File: config.mk
export PLATFORM = sky130hd
export DESIGN_NAME = puf_challenge_ctrl
export DESIGN_NICKNAME = d
export VERILOG_FILES = /design/src/rtl/puf_ctrl_pkg.sv /design/src/rtl/challenge_lfsr.sv /design/src/rtl/puf_challenge_ctrl.sv
export SDC_FILE = /design/constraint.sdc
export NUM_CORES = 1
export LEC_CHECK = 0
export CAP_MARGIN = 0
export CORE_ASPECT_RATIO = 1.4
export CORE_MARGIN = 5
export CORE_UTILIZATION = 40
export CTS_CLUSTER_SIZE = 10
export DETAILED_ROUTE_END_ITERATION = 12
export MAX_ROUTING_LAYER = met4
export PLACE_DENSITY = 0.73
export SLEW_MARGIN = 20
export SYNTH_ARGS = -nofsm -noshare
export SYNTH_HDL_FRONTEND = slang
export SYNTH_HIERARCHICAL = 1
export SYNTH_SLANG_ARGS = --single-unit
File: constraint.sdc
create_clock -name clk -period 4.5 [get_ports clk]
set_input_delay 0.9 -clock clk [delete_from_list [all_inputs] [get_ports clk]]
set_output_delay 0.9 -clock clk [all_outputs]
set_load 0.01 [all_outputs]
File: src/rtl/puf_ctrl_pkg.sv
// Shared types, LFSR taps and helper functions for the arbiter-PUF challenge sequencer.
package puf_ctrl_pkg;

   typedef enum logic [2:0] {
      StIdle,
      StClear,
      StSetup,
      StRace,
      StSample,
      StDone
   } state_e;

   // Fibonacci tap masks (bit i set means 1-based tap i+1 feeds the XOR).
   localparam logic [127:0] TapMask128 = (128'd1 << 127) | (128'd1 << 125) |
                                         (128'd1 << 100) | (128'd1 << 98);
   localparam logic [127:0] TapMask64  = (128'd1 << 63) | (128'd1 << 62) |
                                         (128'd1 << 60) | (128'd1 << 59);

   // One LFSR step for an n-bit register held in the low bits of s.
   function automatic logic [127:0] lfsr_next(input logic [127:0] s, input int unsigned n);
      logic [127:0] mask;
      logic [127:0] nxt;
      logic         fb;
      mask = (n == 64) ? TapMask64 : TapMask128;
      fb   = ^(s & mask);
      nxt  = {s[126:0], fb};
      if (n == 64) begin
         nxt[127:64] = '0;
      end
      return nxt;
   endfunction

   function automatic bit params_ok(input int unsigned n, input int unsigned reps,
                                    input int unsigned settle, input int unsigned resp_bits);
      return ((n == 64) || (n == 128)) && ((reps % 2) == 1) && (settle >= 1) &&
             (resp_bits >= 1);
   endfunction

endpackage

File: src/rtl/challenge_lfsr.sv
// Challenge register: loads a seed (zero replaced by 1) and steps the Fibonacci LFSR.
module challenge_lfsr
   import puf_ctrl_pkg::*;
#(
   parameter int unsigned N = 128
) (
   input  logic         clk,
   input  logic         reset,
   input  logic         load,
   input  logic [N-1:0] seed,
   input  logic         step,
   output logic [N-1:0] q
);

   logic [N-1:0] q_d, q_q;
   logic [127:0] wide;
   logic [127:0] nxt;

   // Next challenge: load has priority; an all-zero seed would lock the LFSR.
   always_comb begin
      wide         = '0;
      wide[N-1:0]  = q_q;
      nxt          = lfsr_next(wide, N);
      q_d          = q_q;
      if (load) begin
         q_d = (seed == '0) ? {{(N-1){1'b0}}, 1'b1} : seed;
      end else if (step) begin
         q_d = nxt[N-1:0];
      end
   end

   // Challenge state register.
   always_ff @(posedge clk) begin
      if (reset) begin
         q_q <= '0;
      end else begin
         q_q <= q_d;
      end
   end

   assign q = q_q;

endmodule

File: src/rtl/puf_challenge_ctrl.sv
// Arbiter-PUF sequencer: evaluates each LFSR challenge REPS times, majority-votes a bit.
module puf_challenge_ctrl
   import puf_ctrl_pkg::*;
#(
   parameter int unsigned N         = 128,
   parameter int unsigned RESP_BITS = 32,
   parameter int unsigned REPS      = 7,
   parameter int unsigned SETTLE    = 4
) (
   input  logic                 clk,
   input  logic                 reset,
   input  logic                 start,
   input  logic                 abort,
   input  logic [N-1:0]         seed,
   output logic [N-1:0]         puf_sel,
   output logic                 puf_in,
   output logic                 puf_reset,
   input  logic                 puf_out,
   output logic                 busy,
   output logic                 done,
   output logic                 resp_valid,
   output logic [RESP_BITS-1:0] response
);

   localparam int unsigned RepW = $clog2(REPS + 1);
   localparam int unsigned BitW = (RESP_BITS > 1) ? $clog2(RESP_BITS) : 1;
   localparam int unsigned CntW = $clog2(SETTLE + 1);

   localparam logic [RepW-1:0] RepsL      = RepW'(REPS);
   localparam logic [RepW-1:0] MajL       = RepW'((REPS + 1) / 2);
   localparam logic [BitW-1:0] LastBit    = BitW'(RESP_BITS - 1);
   localparam logic [CntW-1:0] SettleLast = CntW'(SETTLE - 1);

   if (!params_ok(N, REPS, SETTLE, RESP_BITS)) begin : g_param_err
      $error("puf_challenge_ctrl: unsupported parameter set");
   end

   state_e                state_d, state_q;
   logic [CntW-1:0]       cnt_d, cnt_q;
   logic [RepW-1:0]       rep_d, rep_q;
   logic [RepW-1:0]       ones_d, ones_q;
   logic [BitW-1:0]       bit_idx_d, bit_idx_q;
   logic [RESP_BITS-1:0]  response_d, response_q;
   logic                  resp_valid_d, resp_valid_q;
   logic                  busy_d, busy_q;
   logic                  done_d, done_q;
   logic                  puf_in_d, puf_in_q;
   logic                  puf_reset_d, puf_reset_q;
   logic                  lfsr_load, lfsr_step;
   logic [RepW-1:0]       rep_inc, ones_inc;

   assign rep_inc  = rep_q + RepW'(1);
   assign ones_inc = ones_q + RepW'(puf_out);

   challenge_lfsr #(
      .N (N)
   ) u_lfsr (
      .clk   (clk),
      .reset (reset),
      .load  (lfsr_load),
      .seed  (seed),
      .step  (lfsr_step),
      .q     (puf_sel)
   );

   // Next-state and datapath updates; outputs are decoded from the next state.
   always_comb begin
      state_d      = state_q;
      cnt_d        = cnt_q;
      rep_d        = rep_q;
      ones_d       = ones_q;
      bit_idx_d    = bit_idx_q;
      response_d   = response_q;
      resp_valid_d = resp_valid_q;
      lfsr_load    = 1'b0;
      lfsr_step    = 1'b0;

      unique case (state_q)
         StIdle: begin
            if (start && !abort) begin
               lfsr_load    = 1'b1;
               rep_d        = '0;
               ones_d       = '0;
               bit_idx_d    = '0;
               cnt_d        = '0;
               response_d   = '0;
               resp_valid_d = 1'b0;
               state_d      = StClear;
            end
         end
         StClear: begin
            cnt_d   = '0;
            state_d = StSetup;
         end
         StSetup: begin
            if (cnt_q == SettleLast) begin
               cnt_d   = '0;
               state_d = StRace;
            end else begin
               cnt_d = cnt_q + CntW'(1);
            end
         end
         StRace: begin
            if (cnt_q == SettleLast) begin
               cnt_d   = '0;
               state_d = StSample;
            end else begin
               cnt_d = cnt_q + CntW'(1);
            end
         end
         StSample: begin
            if (rep_inc < RepsL) begin
               rep_d   = rep_inc;
               ones_d  = ones_inc;
               state_d = StClear;
            end else begin
               response_d[bit_idx_q] = (ones_inc >= MajL);
               rep_d  = '0;
               ones_d = '0;
               if (bit_idx_q == LastBit) begin
                  resp_valid_d = 1'b1;
                  state_d      = StDone;
               end else begin
                  // Step only when another challenge follows, so puf_sel moves on CLEAR entry.
                  lfsr_step = 1'b1;
                  bit_idx_d = bit_idx_q + BitW'(1);
                  state_d   = StClear;
               end
            end
         end
         StDone: begin
            state_d = StIdle;
         end
         default: begin
            state_d = StIdle;
         end
      endcase

      // Abort freezes the partial result and returns to idle without a done pulse.
      if (abort && (state_q != StIdle)) begin
         state_d      = StIdle;
         response_d   = response_q;
         resp_valid_d = resp_valid_q;
         rep_d        = rep_q;
         ones_d       = ones_q;
         bit_idx_d    = bit_idx_q;
         lfsr_step    = 1'b0;
      end
   end

   // Registered output decode from the state being entered.
   always_comb begin
      puf_in_d    = 1'b0;
      puf_reset_d = 1'b1;
      unique case (state_d)
         StSetup:  puf_reset_d = 1'b0;
         StRace,
         StSample: begin
            puf_in_d    = 1'b1;
            puf_reset_d = 1'b0;
         end
         default: begin
            puf_in_d    = 1'b0;
            puf_reset_d = 1'b1;
         end
      endcase
      busy_d = (state_d == StClear) || (state_d == StSetup) || (state_d == StRace) ||
               (state_d == StSample);
      done_d = (state_d == StDone);
   end

   // State and output registers.
   always_ff @(posedge clk) begin
      if (reset) begin
         state_q      <= StIdle;
         cnt_q        <= '0;
         rep_q        <= '0;
         ones_q       <= '0;
         bit_idx_q    <= '0;
         response_q   <= '0;
         resp_valid_q <= 1'b0;
         busy_q       <= 1'b0;
         done_q       <= 1'b0;
         puf_in_q     <= 1'b0;
         puf_reset_q  <= 1'b1;
      end else begin
         state_q      <= state_d;
         cnt_q        <= cnt_d;
         rep_q        <= rep_d;
         ones_q       <= ones_d;
         bit_idx_q    <= bit_idx_d;
         response_q   <= response_d;
         resp_valid_q <= resp_valid_d;
         busy_q       <= busy_d;
         done_q       <= done_d;
         puf_in_q     <= puf_in_d;
         puf_reset_q  <= puf_reset_d;
      end
   end

   assign puf_in     = puf_in_q;
   assign puf_reset  = puf_reset_q;
   assign busy       = busy_q;
   assign done       = done_q;
   assign resp_valid = resp_valid_q;
   assign response   = response_q;

endmodule

==> out/metrics.yaml <==
setup_path:
  cp.required_ns: 4.79
  worstSetupEndpointType: "flip-flop"
  cp.arrival_ns: 3.40
  crit_path_cell_trace: "clkdlybuf4s50_1, or4_1, a21oi_4, buf_4, nor2_1, a21oi_1, nor2_1"
  cp_slowest_cell: "or4_1"
  r2r_start: "bit_idx_q[0]"
  cp_max_fo: 42
  slowest_delay_ns: 0.75
  critical_path_class: "primary input to flip-flop"
  cp_common_cell: "nor2_1"
  start_kind: "primary input"
  startpoint: "abort"
timing:
  holdWs_ns: 0.470
  skew_ns: 0.0129
  slew_headroom_pct: 42.8
  final-hold-violation-count: 0
  finalCritPeriodShare_pct: 69.2
  layout_min_cycle_time_ns: 3.11
  tns_ns: 0
  rsz0062_at_grt: "no"
  tightest_slew_ns: 0.858
  report.final.slew_viol_count: 0
  max_freq_mhz: 321
  finalSetupViolations: 0
synthesis:
  yosys_warnings: 6
  netlist_top_cells_area: "dfxtp_1 (44%), mux2i_1 (15%), nor2_1 (12%)"
  synth_flop_cell: "dfxtp_1"
  synthTopCellsByCount: "nor2_1 (275), dfxtp_1 (182), a21oi_1 (137), mux2i_1 (127), clkbuf_1 (47)"
  synth_seq_area_share_pct: 43.7
  syn_inst: 1001
  ys_types: 44
  syn-num-nets: 1143
  synth_area_sq_mm: 0.00834
  synth_most_common_cell: "nor2_1"
  ys_async_sr_fraction_pct: 0
  synth_edf_count: 0
  synth_top_cell_area_share_pct: 43.7
  yosys_register_bits: 182
  synth_top_cell_by_area: "dfxtp_1"
  synth_area_per_cell_sq_um: 8.33
final_layout:
  drive_gt1_share_pct: 4.11
  nets: 1397
  fillers: 1838
  final_area_sq_mm: 0.0120
  n_antenna_cell: 0
  register_area_sq_mm: 0.00364
  syn_to_final_growth_pct: 44.0
  stdcell_count: 1522
  multiInputGateArea_sq_mm: 0.00439
floorplanning:
  start_util_pct: 40.6
  num_rows: 62
  ios: 298
  dieArea_sq_mm: 0.0239
  die_h_um: 181
  core_area_sq_mm: 0.0206
  die_w_um: 132
route:
  drtIter0Drc: 555
  drt-total-wl_um: 26800
  wl_per_cell_um: 17.6
  num_vias: 8130
  dr.pass1.iters: 5
  ant_nets: 0
  drc_errors: 0
  via_per_inst: 5.34
global_routing:
  grt_pass1_vias: 7591
  grt.total_usage_pct: 21.7
  antenna_found_initial: 0
  grt.overflow.total: 0
  grt_max_degree: 111
  grt_pass1_wl_um: 41000
place:
  dp.cells: 1492
  place_area_sq_mm: 0.0114
  port_buffers: 297
  dpl.hpwl_um: 19900
  gp_congestion: 0.895
clock_tree:
  cts_buffers: 17
  cts_setup_buffers: 0
  post_cts_resized: 0
  clockBufferDepth: 2
  cts.sinks: 182
  clk_pin_slew_worst_paths_ns: 0.07
  htreeDepth: 4
  postCtsHoldBufs: 0
  cts_tree: "built"
  cts-root-buf: "clkbuf_16"
  clock_latency_ns: 0.42
run:
  maxCapViolCount: 0
worst_hold_path:
  hp-start: "ones_q[2]"
  hold_class: "flip-flop to flip-flop"
pwr:
  peakVddDrop_mv: 0.226
  report.power.total_mw: 3.68
  total_leakage_power_nw: 4.13
  power_density_mw_per_mm2: 306
run_status:
  outcome: "finished, final reports clean"
## layer usage
| layer | wire length, um | vias to the layer above | track usage [%] |
|---|---|---|---|
| met5 | 0 | - | - |
| met4 | 924 | 0 | 8.48 |
| met3 | 1710 | 49 | 5.37 |
| met2 | 13500 | 291 | 36.5 |
| met1 | 10700 | 3788 | 24.7 |
| li1 | - | 4002 | - |
## worst paths after layout
check,endpoint,slack (ns),cells after the start
hold / removal,ones_q[2],0.47,2
hold reg to reg,ones_q[2],0.47,2
setup reg to reg,u_lfsr/q[16],1.73,9
setup / recovery,u_lfsr/q[31],1.39,7
## kinds of logic after synthesis
| family | count (synthesis) | share of synthesized area, % |
|---|---|---|
| compound gates | 219 | 14.7 |
| simple gates | 385 | 20.4 |
| xor+xnor | 6 | 0.630 |
| fa+ha+maj | 9 | 1.35 |
| flops | 182 | 43.7 |
| buf+inv | 73 | 3.97 |
| mux | 127 | 15.2 |
## sequential cells by signal, summed over array words and instances (netlist names)
| signal | flops |
|---|---|
| busy | 1 |
| rep_q | 3 |
| cnt_q | 3 |
| state_q | 3 |
| bit_idx_q | 5 |
| resp_valid | 1 |
| u_lfsr/q | 128 |
| ones_q | 3 |
| response | 32 |
| done | 1 |
| puf_in | 1 |
| puf_reset | 1 |
## critical path, delay by kind of cell
family / cells / cell delay [ns]
compound gates: 2 / 0.54
buf+inv: 2 / 1.02
simple gates: 3 / 0.91
## stage by stage
step                util (%)  setup WS, ns
floorplan                  -          1.80
global placement        55.7          1.01
detailed placement      55.7         0.976
CTS                     58.4          1.43
global route            58.4          1.24
finish                  58.4          1.39
## power by group
part | total, mW | internal, mW | switching, mW
sequential | 1.72 | 1.67 | 0.0490
clock | 1.46 | 0.827 | 0.631
combinational | 0.504 | 0.267 | 0.237
## layout make-up
cell class / instances / share of cell area [%]
inverters: 3 / 0.0938
well taps: 256 / 2.67
multi-input cells: 746 / 36.5
clock buffers: 18 / 3.66
flip-flops and latches: 182 / 30.3
repair buffers: 305 / 25.6
clock inverters: 12 / 1.07
## cell usage in the layout (no fill, tap or decap), types with 6 or more instances in the layout
cell type / count
ha_1: 9
nand3_1: 12
o211ai_1: 32
nor4_1: 33
nand2_1: 19
nor2b_1: 6
o21ai_0: 31
dfxtp_1: 182
clkdlybuf4s50_1: 296
mux2i_1: 127
nand2b_1: 8
a21oi_1: 136
nand4_1: 9
clkbuf_16: 17
nor2_1: 275
a22oi_1: 6
Note: power is estimated with default switching activity, not from simulation.
